File: src/rtl/sru_pla_cfg_loader.sv
// Framed byte-stream configuration writer for a bank of segmented PLA units.
// Each frame is assembled in a shadow register and committed atomically to one unit's fields.
module sru_pla_cfg_loader #(
  parameter  int M            = 2,
  parameter  int SEGMENT_SIZE = 2,
  parameter  int NUM_UNITS    = 4,
  localparam int SEL_W        = $clog2(M) * SEGMENT_SIZE,
  localparam int OR_W         = 2 ** SEGMENT_SIZE,
  localparam int CFG_W        = SEL_W + OR_W,
  localparam int NBYTES       = (CFG_W + 7) / 8
) (
  input  logic                      Clk,
  input  logic                      RstN,
  input  logic                      CfgValid,
  input  logic [7:0]                CfgData,
  output logic                      CfgReady,
  input  logic                      CfgAbort,
  output logic [NUM_UNITS*SEL_W-1:0] RegMuxFlat,
  output logic [NUM_UNITS*OR_W-1:0]  RegMintermORSelectFlat,
  output logic                      CfgDone,
  output logic                      CfgErr
);

  localparam int CNT_W = (NBYTES > 1) ? $clog2(NBYTES) : 1;
  localparam int SHD_W = NBYTES * 8;
  localparam logic [CNT_W-1:0] LAST_CNT = CNT_W'(NBYTES - 1);

  typedef enum logic [1:0] {
    S_IDLE,
    S_PAYLOAD,
    S_DISCARD,
    S_COMMIT
  } state_e;

  state_e                       state_q, state_d;
  logic [CNT_W-1:0]             cnt_q, cnt_d;
  logic [7:0]                   idx_q, idx_d;
  logic [SHD_W-1:0]             shadow_q, shadow_d;
  logic [NUM_UNITS*SEL_W-1:0]   mux_q, mux_d;
  logic [NUM_UNITS*OR_W-1:0]    or_q, or_d;
  logic                         done_q, done_d;
  logic                         err_q, err_d;
  logic                         ready_q, ready_d;
  logic                         xfer;

  assign xfer = CfgValid & ready_q;

  // NOTE: every signal gets a default before the case so no path leaves it unassigned (no latches).
  always_comb begin
    state_d  = state_q;
    cnt_d    = cnt_q;
    idx_d    = idx_q;
    shadow_d = shadow_q;
    mux_d    = mux_q;
    or_d     = or_q;
    done_d   = 1'b0;
    err_d    = 1'b0;

    if (CfgAbort) begin
      // Abort wins over a same-cycle byte; committed fields are left alone.
      state_d  = S_IDLE;
      cnt_d    = '0;
      shadow_d = '0;
    end else begin
      unique case (state_q)
        S_IDLE: begin
          if (xfer) begin
            idx_d   = CfgData;
            cnt_d   = '0;
            state_d = (int'(CfgData) < NUM_UNITS) ? S_PAYLOAD : S_DISCARD;
          end
        end
        S_PAYLOAD: begin
          if (xfer) begin
            shadow_d[8*int'(cnt_q) +: 8] = CfgData;
            cnt_d = cnt_q + CNT_W'(1);
            if (cnt_q == LAST_CNT) state_d = S_COMMIT;
          end
        end
        S_DISCARD: begin
          if (xfer) begin
            cnt_d = cnt_q + CNT_W'(1);
            if (cnt_q == LAST_CNT) begin
              state_d = S_IDLE;
              err_d   = 1'b1;
            end
          end
        end
        S_COMMIT: begin
          for (int u = 0; u < NUM_UNITS; u++) begin
            if (idx_q == 8'(u)) begin
              mux_d[u*SEL_W +: SEL_W] = shadow_q[SEL_W-1:0];
              or_d[u*OR_W +: OR_W]    = shadow_q[CFG_W-1:SEL_W];
            end
          end
          done_d  = 1'b1;
          state_d = S_IDLE;
        end
        default: state_d = S_IDLE;
      endcase
    end

    ready_d = (state_d != S_COMMIT);
  end

  // NOTE: state is updated with non-blocking assignments so all flops sample the same pre-edge values.
  // NOTE: the field registers are reset too: after reset every PLA select must read 0.
  always_ff @(posedge Clk or negedge RstN) begin
    if (!RstN) begin
      state_q  <= S_IDLE;
      cnt_q    <= '0;
      idx_q    <= '0;
      shadow_q <= '0;
      mux_q    <= '0;
      or_q     <= '0;
      done_q   <= 1'b0;
      err_q    <= 1'b0;
      ready_q  <= 1'b0;
    end else begin
      state_q  <= state_d;
      cnt_q    <= cnt_d;
      idx_q    <= idx_d;
      shadow_q <= shadow_d;
      mux_q    <= mux_d;
      or_q     <= or_d;
      done_q   <= done_d;
      err_q    <= err_d;
      ready_q  <= ready_d;
    end
  end

  assign CfgReady               = ready_q;
  assign CfgDone                = done_q;
  assign CfgErr                 = err_q;
  assign RegMuxFlat             = mux_q;
  assign RegMintermORSelectFlat = or_q;

endmodule

File: config.mk
export PLATFORM = sky130hd
export DESIGN_NAME = sru_pla_cfg_loader
export DESIGN_NICKNAME = d
export VERILOG_FILES = /design/src/rtl/sru_pla_cfg_loader.sv
export SDC_FILE = /design/constraint.sdc
export NUM_CORES = 1
export LEC_CHECK = 0
export CORE_UTILIZATION = 55
export DETAILED_ROUTE_END_ITERATION = 10
export DONT_BUFFER_PORTS = 1
export PLACE_DENSITY_LB_ADDON = 0.15
export SYNTH_ARGS = -nofsm -noshare
export SYNTH_HDL_FRONTEND = slang
export SYNTH_SLANG_ARGS = --single-unit
File: constraint.sdc
create_clock -name Clk -period 2.5 [get_ports Clk]
set_clock_uncertainty 0.1 [all_clocks]
set_input_delay 0.5 -clock Clk [delete_from_list [all_inputs] [get_ports Clk]]
set_output_delay 0.5 -clock Clk [all_outputs]
set_load 0.01 [all_outputs]
==> results.md <==
* Most common cell in the synthesized netlist: dfrtp_1
* Post-synthesis cell area at 1850 um2
* Hold crit path type: input port to flip-flop
* Post-synth ARST share at 100%
* Start of the worst register-to-register path: state_q[0]$_DFF_PN0_
* Overall overflow remaining after global route at 0
* Setup repair bufs after CTS at 0
* FMAX at 0.499 GHz
* Crit path capture type: flip-flop
* Leading cell types by count after synthesis: dfrtp_1, mux2_2, nor2_1
* Std-Cell Core Area at 3130 um2
* Share of the synthesized area in the top cell type at between 50% and 60%
* Worst min-delay path endpoint: shadow_q[1]$_DFFE_PN0P_
* Result of the run: finished, final reports clean
* Share of the core filled with cells in the final layout at 63.9%
* WS Path Type: flip-flop to flip-flop
* Category of the worst setup path launch point: flip-flop
* Count of cell instances traversed by the critical path at 5
* Worst rel slew slack at a little over two thirds
* Number of DRC violations after detailed routing at 0
* Instance area at placement at 1910 um2
* Share of the clock period used by the worst path after layout at 80.2%
* Post-route antenna net violation count at 0
* Source of the worst hold timing path: CfgAbort
* Synth area leader: dfrtp_1
* Main synth FF type: dfrtp_1
* Standard-cell row count at 20
* Final wirelength at 3280 um
* Synthesized instance count at 129
* Sequential element share of the synthesized area at around 59%
* Wire length of the first global-routing pass at 4990 um
* Clock transition at the register clock pins on the worst setup and hold paths after CTS at 120 ps
* Global routing met1 resource utilization at 21.7%
* Synthesis-to-layout area growth at 7.76%
* M3 GR Usage at 8.23%
* Vias in the first global route at 1043
* Chip Width at 60.1 um
* CTS tree: built
* Fraction of met2 tracks used by global routing at 34.0%
* Pleak at ~1 nW
* Port Buffers at 0
* Largest net degree at the start of global routing at between 40 and 50
* Initial antenna violation count at 0
* Minimum clock period at about 2000 ps
* Cell count of the worst reg-to-reg path at 5
* Worst stage delay on the critical path at 470 ps
* Worst-skew pair later-pin latency at 350 ps
* RSZ-0062 raised after global routing: no
* Share of layout cells above drive strength 1 at 31.9%
* Total via count after detailed routing at approximately 1100
* Fin Hold WS at 97.4 ps
* Final hold viol count at 0
* Top cells by area, synth: dfrtp_1, mux2_2, ha_1
* Root Buffer: clkbuf_4
* Average wire per cell in the routed design at 18.0 um
* Number of distinct standard cells referenced by the synthesized netlist at 26
* Number of setup violations in the final report at 0
* Crit path required time at 2650 ps
* Full die area at 3610 um2
* H-Tree Level Count at 2
* Synthesized area per cell at 14.4 um2
* Height of the chip at 60.1 um
* Number of nets in the synthesized netlist at 146
* Highest-utilization routing layer at the global route stage: met2
* Count of maximum capacitance violations at 0
* All-layer global routing usage at 19.9%
* Count of yosys warnings during synthesis at 0
* Worst flop-to-flop path endpoint: RegMintermORSelectFlat[2]$_DFFE_PN0P_
* Largest voltage drop on the vdd net at 675 uV
* Setup slack of the most critical reg-to-reg path at 500 ps
* Signal arrival time at the worst endpoint at ~2200 ps
* Diode insertion count for antenna repair at 0
* Hpwl dp at 2370 um
* Cell depth of the worst hold path at 1
* Number of flops mapped to enable cells by yosys at 0
* Sequence of cells on the critical path: ha_1, nor2b_1, and3_1, nor3b_4, mux2_2
* Number of sinks driven by the clock tree at 44
* Setup TNS at 0 ps
* Non-Filler Cell Area, Final at 2000 um2
* Maximum fanout along the worst path at 6
* Nets at 154
* Buffering stage count on the worst path with inverters included at 0
* Flop and latch count out of synthesis at 44
* Number of detailed-route iterations in the first pass at 4
* CP top delay family: simple AND/OR/NAND/NOR gates
* CTS buffer count at 5
* Number of primary I/O pins at 39
* Measured slew at the worst slew-check pin at roughly 450 ps
* Highest-delay cell along the critical path: dfrtp_1
* Via density per instance at 5.92
* Iteration-0 DRC Markers at 40
* Pins over their slew limit at 0
* Starting density of the core at 59.3%
* Maximum clock insertion buffer count at 2
* Global placement routability congestion at 0.793
* P per Cell Area at 841 nW/um2
-- worst register-to-register path, stage by stage, from the launching register on --
cell and delay [ps]:
dfrtp_1 470, ha_1 180, nor2b_1 140, and3_1 240
nor3b_4 400, mux2_2 390
-- metal layers --
layer	share of wire (%)	up-vias	routed length [um]
met4	1.9	0	62
met1	41	546	1340
met2	51	38	1670
met5	0	-	0
met3	6.4	12	209
li1	-	481	-
-- where the power goes --
part           switching (W)  internal [W]
Clock               0.000219      0.000138
Sequential          0.000114      0.000820
Combinational       0.000192      0.000199
-- per-stage QoR --
step | power, W | setup WS [ps] | instances
after floorplan | 0.00123 | 675 | 129
after global placement | 0.00129 | 498 | 172
after detailed placement | 0.00132 | 489 | 172
after CTS | 0.00169 | 478 | 182
after global routing | 0.00177 | 328 | 182
final | 0.00168 | 495 | 182
-- kinds of logic (layout without fill, tap and decap cells) --
group           Yosys count  in the layout  share of synthesized area [%]
flops                    44             44                           59.4
fa+ha+maj                 5              5                           3.37
simple gates             27             27                           9.78
compound gates           10             10                           3.78
mux                      38             38                           22.7
buf+inv                   5             14                           1.01
-- cells in the final DEF (no fill, tap or decap), drive strengths merged, types with 3 or more instances in the layout --
cell type / count
a21oi: 3
nor2: 11
inv: 4
nand3b: 3
ha: 5
mux2: 32
mux2i: 6
clkbuf: 7
dfrtp: 44
-- state kept, by name, indices dropped and copies added, names as in the netlist, 2 cells and up --
signal	cells
RegMintermORSelectFlat	16
RegMuxFlat	8
idx_q	8
shadow_q	6
state_q	2
-- area by class of cell --
type | instances | area (um2)
fill | 246 | 1130
multi-input combinational | 80 | 734
clock buffer | 7 | 55.1
tap | 44 | 55.1
sequential | 44 | 1100
inverter | 4 | 15.0
clock inverter | 1 | 7.51
timing repair buffer | 2 | 30.0
-- timing repair --
| item | 4_1_cts | 5_1_grt |
|---|---|---|
| gates resized for setup | 0 | 0 |
| hold buffers | 2 | 0 |
| hold endpoints to repair | 44 | 0 |
-- worst max-delay path by stage --
| stage | endpoint | slack, ps | startpoint |
|---|---|---|---|
| 6_report | RegMintermORSelectFlat[2]$_DFFE_PN0P_ | 500 | state_q[0]$_DFF_PN0_ |
| 4_1_cts | RegMintermORSelectFlat[2]$_DFFE_PN0P_ | 480 | state_q[0]$_DFF_PN0_ |
| 5_1_grt | RegMuxFlat[0]$_DFFE_PN0P_ | 330 | state_q[0]$_DFF_PN0_ |
| 3_5_place_dp | RegMintermORSelectFlat[2]$_DFFE_PN0P_ | 490 | state_q[0]$_DFF_PN0_ |
| 3_3_place_gp | RegMintermORSelectFlat[1]$_DFFE_PN0P_ | 500 | state_q[0]$_DFF_PN0_ |
| 2_1_floorplan | CfgReady$_DFF_PN0_ | 680 | CfgData[2] |
Power figures use the tool's default switching activity.
==> edit 1: new RTL, config.mk and constraints unchanged <==
Make the reset (`RstN`) synchronous in one clocked block.
--- a/src/rtl/sru_pla_cfg_loader.sv
+++ b/src/rtl/sru_pla_cfg_loader.sv
@@ -107,3 +107,3 @@
   // NOTE: the field registers are reset too: after reset every PLA select must read 0.
-  always_ff @(posedge Clk or negedge RstN) begin
+  always_ff @(posedge Clk) begin
     if (!RstN) begin
Behaviour: differs if RstN is asserted again (counterexample within 4 cycles, from zero or initial values and one cycle with RstN low); with RstN held inactive, the same outputs for 4 cycles.
==> edit 1 against the original RTL <==
  * Synthesized area shrank 5.1%
  * Critical path type unchanged
  * Setup slack gained 0.053 ns
  * Sequential cell count is the same
  * Routed wire length grew 14%
  * Sequential share of layout area shrank 8.1 points
  * Cell area shrank 6.3%
Power is not compared: it rests on default switching activity, and its combinational part moved more than twofold at a synthesized area within 25%.
==> edit 1: results (changes against the original RTL) <==
| Metric | Value |
|---|---|
| Synth cell types | 33 (+27%) |
| Post-synth EDFFs | 0 (unchanged) |
| Seq/Total Area, Yosys | 0.500 (-0.0934) |
| Routing usage on met1 | 0.265 (+0.0482) |
| Crit Path Max Fanout | 6 (unchanged) |
| GR Util met2 | 0.399 (+0.0593) |
| Worst slew margin | 0.685 (-0.0127) |
| HPWL after DPL | 2700 um (+14%) |
| Routability cong. | 0.896 (+13%) |
| Top post-synthesis cells by count | dfxtp_1 (44), nand2_1 (37), nand3_1 (24), o21ai_1 (19) |
| Max reg flops | 16 (unchanged) |
| Fillers | 296 (+20%) |
| Synth area leaders | dfxtp_1 (50%), nand2_1 (7.9%), nand3_1 (6.8%) |
| Post-CTS Setup Bufs | 0 (unchanged) |
| Wire per inst | 15.5 um (-14%) |
| First-pass GRT wire length | 5870 um (+18%) |
| Routing usage on met3 | 0.0725 (-0.00972) |
| Initial antenna violation count | 0 (unchanged) |
| Vias in the first global route | 1,303 (+25%) |
| Status | completed |
| Maximum number of pins on one net before global-route repair | 42 (-6.7%) |
| Prevailing post-synth register cell | dfxtp_1 |
| Clock latency on the worst-skew pair | 0.35 ns (about the same) |
| Initial DRC count | 56 (+40%) |
| Post-synth ARST share | 0 (-1.00) |
| Drt via density | 5.65 (-4.5%) |
| Global Route Usage Sum | 0.233 (+0.0341) |
| Layout cells sized above 1 | 0.0867 (-0.232) |
| Syn Nets | 212 (+45%) |
| Yosys warnings | 0 (unchanged) |
| ANT cells | 0 (unchanged) |
==> edit 1: worst paths after layout <==
path,to,slack (ns),depth (start not counted),from
worst max register to register,RegMintermORSelectFlat[1],0.55,5,state_q[1]
worst min register to register,shadow_q[4],0.37,2,shadow_q[4]
worst min-delay path,CfgReady,0.16,1,RstN
worst max-delay path,RegMintermORSelectFlat[1],0.55,5,state_q[1]
==> edit 1: kinds of logic (layout without fill, tap and decap cells) <==
family | count (synthesis) | count (layout) | share of synthesized area
flops | 44 | 44 | 0.500
mux | 7 | 7 | 0.0405
fa+ha+maj | 5 | 5 | 0.0355
buf+inv | 14 | 15 | 0.0320
simple gates | 82 | 82 | 0.240
compound gates | 43 | 43 | 0.152
==> edit 1: critical path, stage by stage (launching register included) <==
cell and delay [ns]:
dfxtp_1 0.40, ha_1 0.26, nor4b_2 0.40, nand2_1 0.15, nor3_4 0.35, mux2i_1 0.24
==> edit 1: cell type report <==
cell class              instances  area, um^2  share of cell area
flip-flops and latches         44         881               0.470
inverters                       4        15.0             0.00802
multi-input cells             137         823               0.440
clock inverters                 2        35.0              0.0187
clock buffers                   6        41.3              0.0220
repair buffers                  3        22.5              0.0120
well taps                      44        55.1              0.0294
==> edit 1: power by group <==
group          total [mW]  internal, mW  switching [mW]
clock               0.424         0.210           0.214
combinational      0.0369        0.0159          0.0209
sequential          0.713         0.707         0.00659
total                1.17         0.932           0.242
==> edit 1: metrics by stage <==
stage	instance area (um^2)	cells	worst slack (ns)	util
CTS	1870	240	0.531	0.614
global placement	1800	232	0.583	0.589
floorplan	1760	195	0.645	-
finish	1870	240	0.549	0.614
detailed placement	1800	232	0.555	0.589
global route	1870	240	0.441	0.614
==> edit 1: layer usage <==
metal,vias to the layer above,routed length [um]
li1,681,-
met4,0,95
met2,30,1890
met1,634,1590
met3,11,154
met5,-,0
==> edit 2: new RTL, same flow settings <==
Made on the original files. Change the parameter `NUM_UNITS` from 4 to 6.
--- a/src/rtl/sru_pla_cfg_loader.sv
+++ b/src/rtl/sru_pla_cfg_loader.sv
@@ -5,3 +5,3 @@
   parameter  int SEGMENT_SIZE = 2,
-  parameter  int NUM_UNITS    = 4,
+  parameter  int NUM_UNITS    = 6,
   localparam int SEL_W        = $clog2(M) * SEGMENT_SIZE,
Interface: changed (resized RegMintermORSelectFlat and RegMuxFlat); port bits go from 39 to 51. The function was not compared with the original's and may differ.
==> edit 2 against the original RTL <==
  * Cell area increased by 25%
  * Sequential share of layout area increased by 0.87 points
  * Routed wire length increased by 35%
  * First-iteration DRC count increased by 110%
  * Via count increased by 23%
  * Power decreased by 6.5%
  * Setup slack got worse by 0.11 ns
  * Largest cell class unchanged
  * Combinational power decreased by 73%
  * Synthesized area increased by 26%
  * Sequential cell count increased by 12
==> edit 2: results (changes against the original RTL) <==
| Metric | Value |
|---|---|
| P_leak | 1.23 nW (+23%) |
| Inserted Clock Buffers | 5 (unchanged) |
| Drt via density | 5.92 (about the same) |
| Htree depth | 2 (unchanged) |
| Max reg flops | 24 (+8) |
| Worst slew margin | 0.718 (+0.0206) |
| Synth cell types | 27 (+3.8%) |
| HPWL after DPL | 3110 um (+31%) |
| Status | completed |
| Critical-path top delay cell | or4_4 |
| Arr. time, crit path | 2.21 ns (+0.06 ns) |
| Maximum number of pins on one net before global-route repair | 57 (+27%) |
| CTS max path bufs | 2 (unchanged) |
| First-pass GRT wire length | 7050 um (+41%) |
| ANT cells | 0 (unchanged) |
| Top post-synthesis cells by count | dfrtp_1 (56), mux2_2 (44), nand2_1 (10), a21oi_1 (9), nand3_1 (7) |
| Synth area leaders | dfrtp_1 (60%), mux2_2 (21%), ha_1 (2.7%) |
| Port Buffers | 0 (unchanged) |
| Worst VDD drop | 0.361 mV (-46%) |
| Crit Path Max Fanout | 6 (unchanged) |
| Worst hold path class | in2reg |
| Global Route Usage Sum | 0.222 (+0.0231) |
| Clock root cell | clkbuf_8 |
| Largest stage delay on the critical path | 0.56 ns (+0.09 ns) |
| Wire per inst | 19.8 um (+9.7%) |
| DP Area | 0.00238 mm^2 (+25%) |
| Post-synth ARST share | 1.00 (unchanged) |
| Routability cong. | 0.880 (+11%) |
| CP top delay family | simple AND/OR/NAND/NOR gates |
| Yosys warnings | 0 (unchanged) |
| Initial DRC count | 83 (+110%) |
| Layout cells sized above 1 | 0.328 (+0.00875) |
| Clock transition at the registers of the reported paths | 0.09 ns (-0.03 ns) |
| Vias in the first global route | 1,365 (+31%) |
| Syn Nets | 186 (+27%) |
| Clock latency on the worst-skew pair | 0.31 ns (-0.04 ns) |
| Initial antenna violation count | 0 (unchanged) |
| Pre-antenna DRT Iters | 4 (unchanged) |
| Post-CTS resize count | 0 (unchanged) |
| Seq/Total Area, Yosys | 0.599 (+0.00514) |
-- edit 2: cell count changes after synthesis, sizes merged, moves of 3 or more --
| cell | before | now |
|---|---|---|
| a21oi | 3 | 9 |
| dfrtp | 44 | 56 |
| mux2 | 32 | 44 |
| mux2i | 6 | 0 |
| nand2 | 2 | 10 |
| nand3 | 1 | 7 |
| nand4 | 0 | 3 |
| nor2 | 11 | 3 |
| nor2b | 1 | 4 |
-- edit 2: routing by layer --
metal  GRT usage  share of wire  up-vias
met5           0              0        -
met4       0.106          0.019        0
met3      0.0574          0.062        8
met2       0.356           0.49       47
met1       0.279           0.42      662
li1            -              -      608
-- edit 2: layout make-up --
class                      count  area (um^2)
clock buffer                   5         68.8
fill                         315         1530
inverter                       3         11.3
sequential                    56         1400
clock inverter                 3         21.3
tap                           50         62.6
timing repair buffer           2         37.5
multi-input combinational    105          901
-- edit 2: repair_timing --
item | in CTS | in global routing
hold endpoints to repair | 56 | 0
hold buffers | 2 | 0
buffers inserted | 0 | 0
-- edit 2: where the power goes --
part           switching, mW  leakage [nW]  internal, mW
Clock                  0.294        0.0445         0.199
Sequential            0.0347         0.758         0.938
Combinational         0.0526         0.427        0.0527
Total                  0.382          1.23          1.19
-- edit 2: final timing paths --
path	end	start	cells past startpoint	slack, ns
hold reg to reg	idx_q[7]	idx_q[7]	1	0.42
min in group asynchronous	RegMintermORSelectFlat[16]	RstN	2	0.59
setup / recovery	RegMintermORSelectFlat[7]	idx_q[5]	4	0.39
setup reg to reg	RegMintermORSelectFlat[7]	idx_q[5]	4	0.39
hold / removal	cnt_q	CfgAbort	1	0.13
max in group asynchronous	shadow_q[0]	RstN	2	1.46
-- edit 2: logic make-up after synthesis --
logic type	after synthesis	synth area share
AO/OA/AOI/OAI	15	0.0353
flip-flops	56	0.599
buffers and inverters	8	0.0160
adder cells (fa/ha/maj)	5	0.0267
multiplexers	44	0.212
AND/OR/NAND/NOR	41	0.111
-- edit 2: per-stage QoR --
| step | cells | hold WS (ns) | setup slack [ns] |
|---|---|---|---|
| 2_1_floorplan | 169 | 0.104 | 0.578 |
| 3_3_place_gp | 214 | 0.106 | 0.443 |
| 3_5_place_dp | 214 | 0.106 | 0.395 |
| 4_1_cts | 224 | 0.131 | 0.373 |
| 5_1_grt | 224 | 0.121 | 0.241 |
| 6_report | 224 | 0.133 | 0.390 |
-- edit 2: worst register-to-register path: stages (launching register included) --
cell and delay, ns:
dfrtp_1 0.39, or4_4 0.56, nor3_4 0.21, and3_1 0.36
mux2_2 0.38
